==> src/rtl/rv_fetch_pkg.sv <==
// Shared definitions for the instruction fetch unit.
//   NOP_INSTR   : word presented on if_inst while the prefetch buffer is empty
//   PC_STEP     : sequential fetch increment in bytes
//   fetch_entry : one prefetch buffer entry (instruction plus the PC that produced it)
package rv_fetch_pkg;

  localparam logic [31:0] NOP_INSTR = 32'h0000_0013;
  localparam logic [31:0] PC_STEP   = 32'd4;

  typedef struct packed {
    logic [31:0] inst;
    logic [31:0] pc;
  } fetch_entry;

endpackage

==> src/rtl/fetch_fifo.sv <==
// Small synchronous prefetch FIFO with flush.
//   clk_i, rst_ni : clock, asynchronous active-low reset
//   push_i        : write push_data_i at the tail (must not be asserted while full)
//   pop_i         : drop the head entry (ignored while empty)
//   flush_i       : empty the FIFO; overrides push and pop in the same cycle
//   valid_o       : head_o holds a valid entry
//   head_o        : head entry
//   count_o       : number of stored entries (0..DEPTH)
module fetch_fifo
  import rv_fetch_pkg::*;
#(
  parameter int unsigned DEPTH = 2
) (
  input  logic                     clk_i,
  input  logic                     rst_ni,
  input  logic                     push_i,
  input  fetch_entry               push_data_i,
  input  logic                     pop_i,
  input  logic                     flush_i,
  output logic                     valid_o,
  output fetch_entry               head_o,
  output logic [$clog2(DEPTH):0]   count_o
);

  localparam int unsigned PtrW = $clog2(DEPTH);
  localparam int unsigned CntW = PtrW + 1;
  localparam logic [CntW-1:0] CountFull = CntW'(DEPTH);

  fetch_entry            mem_q [DEPTH];
  logic [PtrW-1:0]       wr_ptr_q, wr_ptr_d;
  logic [PtrW-1:0]       rd_ptr_q, rd_ptr_d;
  logic [CntW-1:0]       count_q, count_d;
  logic                  push_eff, pop_eff;

  assign push_eff = push_i & ~flush_i;
  assign pop_eff  = pop_i & ~flush_i & (count_q != '0);

  // DEPTH is a power of two, so the pointers wrap on natural overflow.
  always_comb begin
    wr_ptr_d = wr_ptr_q;
    rd_ptr_d = rd_ptr_q;
    count_d  = count_q;
    if (flush_i) begin
      wr_ptr_d = '0;
      rd_ptr_d = '0;
      count_d  = '0;
    end else begin
      wr_ptr_d = wr_ptr_q + PtrW'(push_eff);
      rd_ptr_d = rd_ptr_q + PtrW'(pop_eff);
      count_d  = count_q + CntW'(push_eff) - CntW'(pop_eff);
    end
  end

  always_ff @(posedge clk_i or negedge rst_ni) begin
    if (!rst_ni) begin
      wr_ptr_q <= '0;
      rd_ptr_q <= '0;
      count_q  <= '0;
    end else begin
      wr_ptr_q <= wr_ptr_d;
      rd_ptr_q <= rd_ptr_d;
      count_q  <= count_d;
    end
  end

  // Storage needs no reset; validity is tracked by count_q.
  always_ff @(posedge clk_i) begin
    if (push_eff) begin
      mem_q[wr_ptr_q] <= push_data_i;
    end
  end

  assign valid_o = (count_q != '0);
  assign head_o  = mem_q[rd_ptr_q];
  assign count_o = count_q;

  // The issue throttle upstream must keep a response from landing on a full buffer.
  no_push_when_full : assert property (@(posedge clk_i) disable iff (!rst_ni)
    !(push_i && !flush_i && (count_q == CountFull)));

endmodule

==> src/rtl/inst_fetch_unit.sv <==
// Instruction fetch unit: owns the PC, issues word addresses to a single-cycle
// instruction memory, buffers returned words and hands them to decode.
//   clk, rst         : clock, asynchronous active-low reset
//   imem_addr        : fetch address (combinational, redirect target bypasses the PC)
//   imem_inst        : instruction for the address issued last cycle
//   imem_addr_echo   : address that produced imem_inst
//   if_valid/ready   : decode handshake; if_inst/if_pc describe the buffer head
//   redirect_valid   : control-flow change; flushes buffered words and refetches
//   redirect_pc      : redirect target, low two bits ignored
module inst_fetch_unit
  import rv_fetch_pkg::*;
#(
  parameter logic [31:0] RESET_PC   = 32'h0000_0000,
  parameter int unsigned FIFO_DEPTH = 2
) (
  input  logic        clk,
  input  logic        rst,
  output logic [31:0] imem_addr,
  input  logic [31:0] imem_inst,
  input  logic [31:0] imem_addr_echo,
  output logic        if_valid,
  input  logic        if_ready,
  output logic [31:0] if_inst,
  output logic [31:0] if_pc,
  input  logic        redirect_valid,
  input  logic [31:0] redirect_pc
);

  localparam int unsigned CntW = $clog2(FIFO_DEPTH) + 1;
  localparam int unsigned OccW = CntW + 1;

  logic [31:0]     pc_q, pc_d;
  logic            inflight_q, inflight_d;
  logic            fifo_valid;
  fetch_entry      fifo_head;
  fetch_entry      push_data;
  logic [CntW-1:0] fifo_count;
  logic            pop;
  logic            push;
  logic            issue;
  logic [OccW-1:0] occupancy;
  logic            unused_redirect_lsb;

  assign unused_redirect_lsb = ^redirect_pc[1:0];

  assign imem_addr = redirect_valid ? {redirect_pc[31:2], 2'b00} : pc_q;

  assign pop = fifo_valid & if_ready;

  // Buffered words plus the one in flight, less the one leaving this cycle, must
  // leave room for the word we are about to request. pop implies count >= 1.
  assign occupancy = OccW'(fifo_count) + OccW'(inflight_q) - OccW'(pop);
  assign issue     = redirect_valid | (occupancy < OccW'(FIFO_DEPTH));

  // A response arriving during a redirect belongs to the old path and is dropped.
  assign push      = inflight_q & ~redirect_valid;
  assign push_data = '{inst: imem_inst, pc: imem_addr_echo};

  always_comb begin
    pc_d       = pc_q;
    inflight_d = issue;
    if (issue) begin
      pc_d = imem_addr + PC_STEP;
    end
  end

  always_ff @(posedge clk or negedge rst) begin
    if (!rst) begin
      pc_q       <= RESET_PC;
      inflight_q <= 1'b0;
    end else begin
      pc_q       <= pc_d;
      inflight_q <= inflight_d;
    end
  end

  fetch_fifo #(
    .DEPTH (FIFO_DEPTH)
  ) u_fetch_fifo (
    .clk_i       (clk),
    .rst_ni      (rst),
    .push_i      (push),
    .push_data_i (push_data),
    .pop_i       (pop),
    .flush_i     (redirect_valid),
    .valid_o     (fifo_valid),
    .head_o      (fifo_head),
    .count_o     (fifo_count)
  );

  assign if_valid = fifo_valid;
  assign if_inst  = fifo_valid ? fifo_head.inst : NOP_INSTR;
  assign if_pc    = fifo_valid ? fifo_head.pc : 32'h0000_0000;

endmodule

==> config.mk <==
export PLATFORM = sky130hd
export DESIGN_NAME = inst_fetch_unit
export DESIGN_NICKNAME = d
export VERILOG_FILES = /design/src/rtl/rv_fetch_pkg.sv /design/src/rtl/fetch_fifo.sv /design/src/rtl/inst_fetch_unit.sv
export SDC_FILE = /design/constraint.sdc
export NUM_CORES = 1
export LEC_CHECK = 0
export ABC_AREA = 1
export CAP_MARGIN = 10
export CORE_MARGIN = 3
export CORE_UTILIZATION = 25
export DETAILED_ROUTE_END_ITERATION = 6
export PLACE_DENSITY = 0.52
export SLEW_MARGIN = 15
export SYNTH_ARGS = -nofsm -noshare
export SYNTH_HDL_FRONTEND = slang
export SYNTH_SLANG_ARGS = --single-unit
==> constraint.sdc <==
create_clock -name clk -period 8.85 [get_ports clk]
set_input_delay 1.77 -clock clk [delete_from_list [all_inputs] [get_ports clk]]
set_output_delay 1.77 -clock clk [all_outputs]
set_load 0.02 [all_outputs]
---- Word-level counts from Yosys, hierarchy flattened ----
Memories as Yosys holds them, arrays and structs flattened.
Index checks and enable logic that the tools add are counted.
storage, ports and cells
  bits in registers ....................... 37
  RAM bits ................................ 128
  input port bits ......................... 100
  output and inout bits ................... 97
  word-level logic and storage cells ...... 30
  memories kept ........................... 1
operators by class
  add/sub/neg operators ................... 7
  $lt $le $gt $ge ......................... 1
  muxes and demuxes ....................... 8
  bitwise operators ....................... 7
  reduce and logical (&&, ||, !) cells .... 1
memory list
  memory              depth  bits a word  read ports  clocked after memory_dff  write ports  line              RTL
  u_fetch_fifo.mem_q  2      64           1           0                         1            fetch_fifo.sv:29  fetch_entry mem_q [DEPTH];
operator list
  cell                   number
  $mux 32                3
  $add 32x3->32 const B  1
  $and 1x1->1            5
  $mux 1                 4
  $add 2x1->3            1
  $lt 3x2->1 const B     1
  $sub 3x1->3            1
  $add 1x1->1            2
  $add 2x1->2            1
  $mux 2                 1
  $reduce_bool 2->1      1
  $sub 2x1->2            1
  $not 1->1              1
  $or 1x1->1             1

---- Logic depth before layout (Yosys ltp) ----
Gate-level depths: netlist of the first run.
  depth in word-level cells ............... 6
  depth in mapped cells ................... 14
  gate-level depth less buffers ........... 13

---- Hierarchy ----
A second synthesis of the first run with hierarchy kept.
second synthesis, totals
  cells, all modules ...................... 916
  area total of the unflattened synthesis .. 8031.5 um2
by module, submodules not included
  module           times used  cells each  area each (um2)  seq. area each (um2)
  fetch_fifo       1           366         4884.7           3943.8
  inst_fetch_unit  1           550         3146.8           825.8

---- Least setup slack after synthesis of the first run ----
No wires, ideal clock.
  path kind ............................... input to register
  start point ............................. input port redirect_valid
  end point ............................... memory u_fetch_fifo.mem_q[1][0] (netlist bit) (enable)
  library setup time ...................... 429 ps
  data arrival time ....................... 3996 ps
  required time ........................... 8421 ps
  slack ................................... 4425 ps
  stages .................................. 5
  buffers on the path ..................... 3
  cell sequence ........................... buf_6 > buf_6 > clkbuf_1 > nor2_1 > ha_1
between the ends
  longest elaborated chain between the ends .. 5
ends and longest elaborated chain
  element                         line                                     RTL
  start, declared                 inst_fetch_unit.sv:25                    input logic redirect_valid,
  $not 1->1 *                     fetch_fifo.sv:35, inst_fetch_unit.sv:56
  $and 1x1->1                     inst_fetch_unit.sv:56                    assign push = inflight_q & ~redirect_valid;
  $and 1x1->1 *                   fetch_fifo.sv:35                         assign push_eff = push_i & ~flush_i;
  $mux 1 *                        fetch_fifo.sv:68                         if (push_eff) begin
  $mux 1 (not written as such) *  fetch_fifo.sv:69                         mem_q[wr_ptr_q] <= push_data_i;
  end, declared                   fetch_fifo.sv:29
Every way passes the cells marked *; elsewhere a longest branch is shown, timed or not.

---- Worst setup path after layout of the first run ----
  start point ............................. input port redirect_valid
  end point ............................... output port imem_addr[31]
between the ends
  longest elaborated chain between the ends .. 1
ends and longest elaborated chain
  element        line                   RTL
  $mux 32        inst_fetch_unit.sv:46  assign imem_addr = redirect_valid ? {redirect_pc[31:2], 2'b00} : pc_q;
  end, declared  inst_fetch_unit.sv:18  output logic [31:0] imem_addr,
Every way passes these cells.

==> impl_metrics.env, run 1 <==
export IMPL_seqCellArea_um2=4770
export IMPL_port_buffers=194
export IMPL_io_pins=197
export IMPL_layout_drive_gt1_share_pct=8.70
export IMPL_antenna_cells=0
export IMPL_critPathSlowestCell="clkdlybuf4s50_1"
export IMPL_antenna_found_initial=0
export IMPL_pwr_share_clk_pct=22.2
export IMPL_syn_inst=779
export IMPL_cts_htree_levels=4
export IMPL_post_cts_buffers=0
export IMPL_max_freq_mhz=177
export IMPL_pre_cts_ws_ns=3.17
export IMPL_power_density_nw_per_um2=323
export IMPL_synth_area_per_cell_um2=9.71
export IMPL_power_frac_comb_pct=45.9
export IMPL_switching_share_pct=41.1
export IMPL_hold_class="flip-flop to flip-flop"
export IMPL_status="completed"
export IMPL_numCtsBuffers=17
export IMPL_ctsHoldBuffers=0
export IMPL_finalHoldViolations=0
export IMPL_critPathCaptureType="primary output"
export IMPL_die_h_um=180
export IMPL_drv_slew=0
export IMPL_drc_errors=0
export IMPL_worstPathRequired_ns=7.08
export IMPL_area_growth_pct=38.7
export IMPL_fin_ws_ns=3.19
export IMPL_arrival_ns=3.89
export IMPL_grt_pass1_vias=5579
export IMPL_max_stage_delay_ns=0.55
export IMPL_crit_buf_inv=5
export IMPL_core_area_um2=29700
export IMPL_start_util_pct=25.4
export IMPL_synth_cell_type_count=32
export IMPL_clock_skew_ns=0.0125
export IMPL_post_cts_resized=0
export IMPL_vias=5727
export IMPL_grt_util_all_layers_pct=12.3
export IMPL_cp_top_family="buffers and inverters"
export IMPL_synth_nets=886
export IMPL_critical_path_cell_chain="buf_2 > buf_4 > inv_2 > or2_2 > o21ai_0 > inv_1 > clkdlybuf4s50_1"
export IMPL_drtIter0Drc=287
export IMPL_dr_pass1_iters=5
export IMPL_drv_cap=0
export IMPL_p_sw_mw=1.39
export IMPL_syn_area_um2=7560
export IMPL_power_internal_mw=2.00
export IMPL_cts_root_buf="clkbuf_16"
export IMPL_gp_congestion=0.806
export IMPL_grt_overflow_total=0
export IMPL_post_route_period_util_pct=64.0
export IMPL_wl_per_cell_um=14.6
export IMPL_grt_pass1_wl_um=31400
export IMPL_via_per_inst=4.19
export IMPL_die_w_um=180
export IMPL_leakagePower_nw=4.05
export IMPL_setup_viol=0
export IMPL_yosys_warnings=0
export IMPL_peakVddDrop_uv=156
export IMPL_clkTransAtPathRegs_ns=0.07
export IMPL_fin_crit_ns=5.66
export IMPL_fillers=2971
export IMPL_rows=63
export IMPL_cp_max_fo=47
export IMPL_clk_latency_ns=0.44
export IMPL_final_cell_mix="308 x nand2_1, 192 x clkdlybuf4s50_1, 128 x edfxtp_1"
export IMPL_postRouteAntennaNets=0
export IMPL_rsz0062_at_grt="false"
export IMPL_synth_seq_cells=165
export IMPL_seq_power_share_pct=31.9
export IMPL_cts_buffer_depth=2
export IMPL_grt_start_max_net_pins=65
export IMPL_multi_input_area_um2=2460
export IMPL_final_common_cell="nand2_1"
export IMPL_tightest_slew_ns=1.01
export IMPL_critPathKind="primary input to primary output"
export IMPL_slew_headroom_pct=32.6
export IMPL_fin_nets=1071
export IMPL_die_area_um2=32400
export IMPL_clock_sinks=165
export IMPL_cts_tree="done"
export IMPL_seq_area_frac_synth_pct=63.1
export IMPL_startpoint_type="primary input"
export IMPL_routed_wl_um=20000
export IMPL_fin_setup_tns_ns=0
export IMPL_dpl_hpwl_um=12600
[registers in the layout, indices dropped and copies added (netlist names)]
signal / cells
u_fetch_fifo.mem_q: 128
u_fetch_fifo.rd_ptr_q: 1
u_fetch_fifo.count_o: 2
pc_q: 32
u_fetch_fifo.wr_ptr_q: 1
inflight_q: 1
[metrics by stage]
| step | utilization [%] | hold WS [ns] | std cells | power [mW] | area [um^2] |
|---|---|---|---|---|---|
| finish | 35.3 | 0.477 | 1367 | 3.39 | 10500 |
| global route | 35.3 | 0.511 | 1367 | 3.63 | 10500 |
| CTS | 35.3 | 0.481 | 1367 | 3.47 | 10500 |
| detailed placement | 33.2 | 0.463 | 1335 | 2.69 | 9880 |
| global placement | 33.2 | 0.464 | 1335 | 2.69 | 9880 |
| floorplan | - | 0.442 | 779 | 2.00 | 7560 |
[cell families after synthesis]
logic type / after synthesis / share of synthesized area [%]
buf+inv: 83 / 4.76
fa+ha+maj: 7 / 1.26
flops: 165 / 63.1
compound gates: 91 / 6.75
xor+xnor: 7 / 0.811
simple gates: 426 / 23.3
[synth_stat cells]
cell        n  area share [%]
nor3_1      1           0.066
ha_1        6            0.99
buf_12      1            0.26
buf_6       2            0.30
buf_8       1            0.20
o21ai_2     3            0.35
o22ai_1     1           0.083
a31oi_1     1           0.083
o21bai_1    3            0.30
inv_1      49             2.4
o21ai_0    13            0.86
o21ai_4     3            0.65
fa_1        1            0.26
edfxtp_1  128              51
nand3_1    34             2.3
a21oi_1    65             4.3
nand2_1   308              15
nand4_1     1           0.083
nand2_2    20             1.7
buf_2       5            0.33
clkbuf_1   19            0.94
nor2_4      5            0.74
xnor2_1     2            0.23
buf_1       5            0.25
nor2_2      4            0.33
o21ai_1     2            0.13
xor2_1      5            0.58
dfrtp_1    37              12
nor2_1     48             2.4
inv_2       1           0.050
nand2_4     2            0.30
or2_2       3            0.25
[power groups by stage]
| stage | registers [mW] | clock network (mW) | logic [mW] |
|---|---|---|---|
| 5_1_grt | 1.10 | 0.817 | 1.71 |
| 6_report | 1.08 | 0.754 | 1.55 |
| 3_5_place_dp | 1.10 | 0 | 1.60 |
| 4_1_cts | 1.08 | 0.781 | 1.60 |
| 3_3_place_gp | 1.10 | 0 | 1.59 |
| 2_1_floorplan | 1.09 | 0 | 0.918 |
[per-layer routing]
metal | routed length (um) | up-vias | part of all wire (%) | global-route usage [%]
met4 | 170 | 0 | 0.85 | 2.97
met5 | 0 | - | 0 | 0
li1 | - | 2927 | - | -
met2 | 9510 | 124 | 48 | 19.8
met3 | 805 | 12 | 4.0 | 2.79
met1 | 9500 | 2664 | 48 | 16.9
[final timing paths]
check / startpoint / to / slack, ns / cells after the start
max in group asynchronous: rst / u_fetch_fifo.rd_ptr_q / 6.73 / 1
min in group asynchronous: rst / pc_q[20] / 1.46 / 1
worst min register to register: pc_q[3] / pc_q[3] / 0.48 / 2
worst max-delay path: redirect_valid / imem_addr[31] / 3.19 / 7
worst max register to register: u_fetch_fifo.count_o[1] / pc_q[5] / 4.93 / 14
worst min-delay path: pc_q[3] / pc_q[3] / 0.48 / 2
[layout make-up]
class,instances,share of cell area [%]
flip-flops and latches,165,45.5
multi-input cells,531,23.5
repair buffers,199,18.8
well taps,390,4.65
clock buffers,17,4.06
inverters,50,1.79
clock inverters,15,1.75
[tightest hold or removal path, cell delays in order, from the launching register on]
cell and delay (ns):
dfrtp_1 0.35, nand2_1 0.05, nand2_1 0.05
Power figures use the tool's default switching activity.
==> inputs of run 2 (changes only) <==
--- a/config.mk
+++ b/config.mk
@@ -10,7 +10,7 @@
 export CORE_MARGIN = 3
 export CORE_UTILIZATION = 25
 export DETAILED_ROUTE_END_ITERATION = 6
-export PLACE_DENSITY = 0.52
+export PLACE_DENSITY = 0.53
 export SLEW_MARGIN = 15
 export SYNTH_ARGS = -nofsm -noshare
 export SYNTH_HDL_FRONTEND = slang
==> constraint.sdc (replaced) <==
create_clock -name clk -period 4.75 [get_ports clk]
set_input_delay 0.95 -clock clk [delete_from_list [all_inputs] [get_ports clk]]
set_output_delay 0.95 -clock clk [all_outputs]
set_load 0.02 [all_outputs]
==> impl_metrics.env, run 2 (same netlist as run 1, synthesis figures left out) <==
export IMPL_core_area_um2=29700
export IMPL_reg2reg_depth=12
export IMPL_slew_headroom_pct=39.3
export IMPL_hold_class="flip-flop to flip-flop"
export IMPL_post_route_period_util_pct=78.6
export IMPL_die_w_um=180
export IMPL_routed_wl_um=20200
export IMPL_die_area_um2=32400
export IMPL_setup_viol=0
export IMPL_wl_per_cell_um=14.7
export IMPL_vias=5860
export IMPL_hold_start="pc_q[3]"
export IMPL_dpl_hpwl_um=13300
export IMPL_gp_congestion=0.804
export IMPL_antenna_cells=0
export IMPL_startpoint="redirect_valid"
export IMPL_power_density_nw_per_um2=603
export IMPL_postRouteAntennaNets=0
export IMPL_pwr_share_clk_pct=22.2
export IMPL_start_util_pct=25.4
export IMPL_grt_pass1_vias=5903
export IMPL_cts_tree="done"
export IMPL_drc_errors=0
export IMPL_tightest_slew_ns=0.911
export IMPL_status="completed"
export IMPL_die_h_um=180
export IMPL_dr_pass1_iters=6
export IMPL_power_frac_comb_pct=46.3
export IMPL_io_pins=197
export IMPL_critPathCaptureType="primary output"
export IMPL_cp_max_fo=29
export IMPL_placed_area_um2=9940
export IMPL_final_cell_mix="308 x nand2_1, 192 x clkdlybuf4s50_1, 128 x edfxtp_1"
export IMPL_cts_buffer_depth=2
export IMPL_post_cts_resized=0
export IMPL_startpoint_type="primary input"
export IMPL_fin_setup_tns_ns=0
export IMPL_final_common_cell="nand2_1"
export IMPL_leakagePower_nw=4.09
export IMPL_drv_cap=0
export IMPL_post_cts_buffers=0
export IMPL_port_buffers=194
export IMPL_worstHoldPathCells=2
export IMPL_grt_util_all_layers_pct=12.6
export IMPL_clk_latency_ns=0.43
export IMPL_rows=63
export IMPL_via_per_inst=4.27
export IMPL_power_internal_mw=3.75
export IMPL_fin_crit_ns=3.74
export IMPL_clkTransAtPathRegs_ns=0.07
export IMPL_r2r_end="pc_q[30]"
export IMPL_clock_sinks=165
export IMPL_critPathKind="primary input to primary output"
export IMPL_finalHoldViolations=0
export IMPL_worstPathRequired_ns=3.80
export IMPL_p_sw_mw=2.63
export IMPL_cts_htree_levels=4
export IMPL_fillers=3009
export IMPL_grt_pass1_wl_um=32500
export IMPL_switching_share_pct=41.2
export IMPL_layout_drive_gt1_share_pct=9.16
export IMPL_largest_reg_flops=128
export IMPL_cts_root_buf="clkbuf_16"
export IMPL_area_growth_pct=39.7
export IMPL_peakVddDrop_uv=318
export IMPL_ff2ff_setup_slack_ns=1.83
export IMPL_numCtsBuffers=17
export IMPL_fin_nets=1076
export IMPL_drv_slew=0
export IMPL_arrival_ns=2.79
export IMPL_max_freq_mhz=268
export IMPL_grt_start_max_net_pins=65
export IMPL_seq_power_share_pct=31.6
export IMPL_drtIter0Drc=285
export IMPL_critPathCapture="imem_addr[7]"
export IMPL_ctsHoldBuffers=0
export IMPL_antenna_found_initial=0
export IMPL_regToRegStartpoint="u_fetch_fifo.count_o[1]"
export IMPL_grt_overflow_total=0
export IMPL_top_register="u_fetch_fifo.mem_q"
export IMPL_fin_area_um2=10600
export IMPL_clock_skew_ns=0.0129
export IMPL_rsz0062_at_grt="false"
-- run 2: cell count changes in the layout (fill, tap and decap cells not counted), sizes merged --
cell / before / now
buf: 7 / 12
clkinv: 6 / 9
inv: 59 / 56
-- run 2: worst min-delay path by stage --
stage / end / slack (ns)
floorplan: pc_q[3] / 0.44
global placement: pc_q[3] / 0.46
detailed placement: pc_q[3] / 0.46
CTS: pc_q[3] / 0.48
global route: pc_q[3] / 0.50
finish: pc_q[3] / 0.48
-- run 2: power by group through the flow --
| stage | logic (mW) | registers (mW) | clock network, mW |
|---|---|---|---|
| after global routing | 3.26 | 2.04 | 1.52 |
| after CTS | 3.01 | 2.01 | 1.46 |
| after detailed placement | 3.00 | 2.04 | 0 |
| after global placement | 2.99 | 2.04 | 0 |
| after floorplan | 1.71 | 2.03 | 0 |
| final | 2.95 | 2.01 | 1.41 |
-- run 2: metal layers --
metal	global-route usage, %	vias to the layer above	part of all wire [%]
li1	-	2937	-
met1	16.7	2781	47
met2	21.0	125	48
met3	2.59	17	3.6
met4	3.40	0	1.5
met5	0	-	0
-- run 2: worst max-delay path: stages --
cell and delay [ns]:
buf_2 0.54, buf_4 0.37, nand2_1 0.07, nand2_1 0.18, clkdlybuf4s50_1 0.66
-- run 2: final cells by class --
| type | count | area, um^2 | share of cell area [%] |
|---|---|---|---|
| Clock buffer | 17 | 425 | 4.03 |
| Clock inverter | 15 | 199 | 1.88 |
| Inverter | 50 | 188 | 1.78 |
| Multi-Input combinational cell | 531 | 2460 | 23.3 |
| Sequential cell | 165 | 4770 | 45.1 |
| Tap cell | 390 | 488 | 4.62 |
| Timing Repair Buffer | 204 | 2030 | 19.2 |
-- run 2: per-stage QoR --
stage	std cells	setup slack, ns	hold slack, ns	util [%]	power [mW]
3_3_place_gp	1340	0.896	0.461	33.5	5.03
4_1_cts	1372	0.982	0.483	35.6	6.49
6_report	1372	1.01	0.477	35.6	6.37
2_1_floorplan	779	1.15	0.442	-	3.74
5_1_grt	1372	0.889	0.501	35.6	6.82
3_5_place_dp	1340	0.873	0.465	33.5	5.04
==> inputs of run 3 (changes only) <==
--- a/config.mk
+++ b/config.mk
@@ -10,7 +10,7 @@
 export CORE_MARGIN = 3
 export CORE_UTILIZATION = 25
 export DETAILED_ROUTE_END_ITERATION = 6
-export PLACE_DENSITY = 0.53
+export PLACE_DENSITY = 0.52
 export SLEW_MARGIN = 15
 export SYNTH_ARGS = -nofsm -noshare
 export SYNTH_HDL_FRONTEND = slang
==> constraint.sdc (replaced) <==
create_clock -name clk -period 3.7 [get_ports clk]
set_input_delay 0.74 -clock clk [delete_from_list [all_inputs] [get_ports clk]]
set_output_delay 0.74 -clock clk [all_outputs]
set_load 0.02 [all_outputs]
==> impl_metrics.env, run 3 (same netlist as run 1, synthesis figures left out) <==
export IMPL_status="completed"
export IMPL_io_pins=197
export IMPL_critPathKind="flip-flop to primary output"
export IMPL_worstPathRequired_ns=2.96
export IMPL_startpoint_type="flip-flop"
export IMPL_largest_reg_flops=128
export IMPL_grt_overflow_total=0
export IMPL_peakVddDrop_uv=446
export IMPL_cp_max_fo=64
export IMPL_dr_pass1_iters=5
export IMPL_grt_start_max_net_pins=65
export IMPL_setup_viol=0
export IMPL_clock_sinks=165
export IMPL_critical_path_cell_chain="inv_2 > buf_12 > nand2_1 > a21oi_1 > clkdlybuf4s50_1"
export IMPL_core_area_um2=29700
export IMPL_rows=63
export IMPL_top_register="u_fetch_fifo.mem_q"
export IMPL_tightest_slew_ns=0.932
export IMPL_area_growth_pct=40.8
export IMPL_clkTransAtPathRegs_ns=0.08
export IMPL_wl_per_cell_um=14.8
export IMPL_cts_htree_levels=4
export IMPL_slew_headroom_pct=37.9
export IMPL_arrival_ns=2.50
export IMPL_final_common_cell="nand2_1"
export IMPL_rsz0062_at_grt="false"
export IMPL_grt_pass1_vias=5763
export IMPL_clk_latency_ns=0.43
export IMPL_cts_buffer_depth=2
export IMPL_die_area_um2=32400
export IMPL_antenna_cells=0
export IMPL_post_cts_resized=0
export IMPL_critPathSlowestCell="dfrtp_2"
export IMPL_drc_errors=0
export IMPL_die_w_um=180
export IMPL_clock_skew_ns=0.0168
export IMPL_postRouteAntennaNets=0
export IMPL_regToRegStartpoint="u_fetch_fifo.count_o[1]"
export IMPL_gp_congestion=0.794
export IMPL_fin_crit_ns=3.24
export IMPL_fin_setup_tns_ns=0
export IMPL_hold_class="primary input to asynchronous set/reset pin"
export IMPL_grt_util_all_layers_pct=12.5
export IMPL_max_freq_mhz=309
export IMPL_fillers=2958
export IMPL_numCtsBuffers=17
export IMPL_layout_drive_gt1_share_pct=9.53
export IMPL_post_cts_buffers=0
export IMPL_max_stage_delay_ns=0.66
export IMPL_via_per_inst=4.22
export IMPL_antenna_found_initial=1
export IMPL_port_buffers=194
export IMPL_drtIter0Drc=270
export IMPL_ctsHoldBuffers=0
export IMPL_leakagePower_nw=4.13
export IMPL_startpoint="u_fetch_fifo.rd_ptr_q"
export IMPL_multi_input_area_um2=2460
export IMPL_fin_nets=1080
export IMPL_post_route_period_util_pct=87.4
export IMPL_seqCellArea_um2=4770
export IMPL_critPathCaptureType="primary output"
export IMPL_routed_wl_um=20300
export IMPL_die_h_um=180
export IMPL_final_cell_mix="308 x nand2_1, 192 x clkdlybuf4s50_1, 128 x edfxtp_1"
export IMPL_grt_pass1_wl_um=32100
export IMPL_reg2reg_depth=13
export IMPL_start_util_pct=25.4
export IMPL_finalHoldViolations=0
export IMPL_vias=5811
export IMPL_power_density_nw_per_um2=782
export IMPL_drv_slew=0
export IMPL_drv_cap=0
export IMPL_cts_root_buf="clkbuf_16"
export IMPL_dpl_hpwl_um=13600
export IMPL_cts_tree="done"
export IMPL_total_power_mw=8.33
==> run 3: cell types whose count changed in the layout (fill, tap and decap cells not counted), sizes merged <==
cell,delta
inv,+1
bufinv,+1
clkinv,-2
buf,+4
==> run 3: path summary, 6_finish.rpt <==
kind,endpoint,slack [ns]
worst max-delay path,if_inst[21],0.46
worst min-delay path,pc_q[10],0.44
worst max register to register,pc_q[5],1.16
worst min register to register,pc_q[4],0.47
max in group asynchronous,u_fetch_fifo.rd_ptr_q,2.59
min in group clk,pc_q[4],0.47
==> run 3: power by group <==
group	internal (mW)	leakage [nW]	switching [mW]
Sequential	2.44	1.65	0.193
Clock	0.983	0.304	0.859
Combinational	1.53	2.18	2.32
==> run 3: critical path: cells and delay by family (launching register included) <==
kind	cells	cell delay, ns
buf+inv	3	1.14
flops	1	0.66
compound gates	1	0.14
simple gates	1	0.09
==> run 3: routing by layer <==
layer | vias up | track usage [%] | wire length [um]
met2 | 147 | 20.5 | 9640
met4 | 2 | 3.53 | 253
met1 | 2713 | 16.8 | 9530
li1 | 2932 | - | -
met5 | - | 0 | 13
met3 | 17 | 2.51 | 904
==> run 3: per-stage QoR <==
stage          std cells  cell area, um^2  hold WS [ns]  utilization (%)  worst slack, ns
6_report            1376            10600         0.443             35.8            0.465
5_1_grt             1376            10600         0.505             35.8            0.228
4_1_cts             1376            10600         0.463             35.8            0.351
3_5_place_dp        1344            10000         0.458             33.7            0.418
3_3_place_gp        1344            10000         0.455             33.7            0.430
2_1_floorplan        779             7560         0.442                -            0.305
==> run 3: cell type report <==
cell class,count,share of cell area [%]
Timing Repair Buffer,208,19.8
Tap cell,390,4.58
Clock buffer,17,3.99
Inverter,50,1.76
Sequential cell,165,44.8
Multi-Input combinational cell,531,23.1
Clock inverter,15,1.88
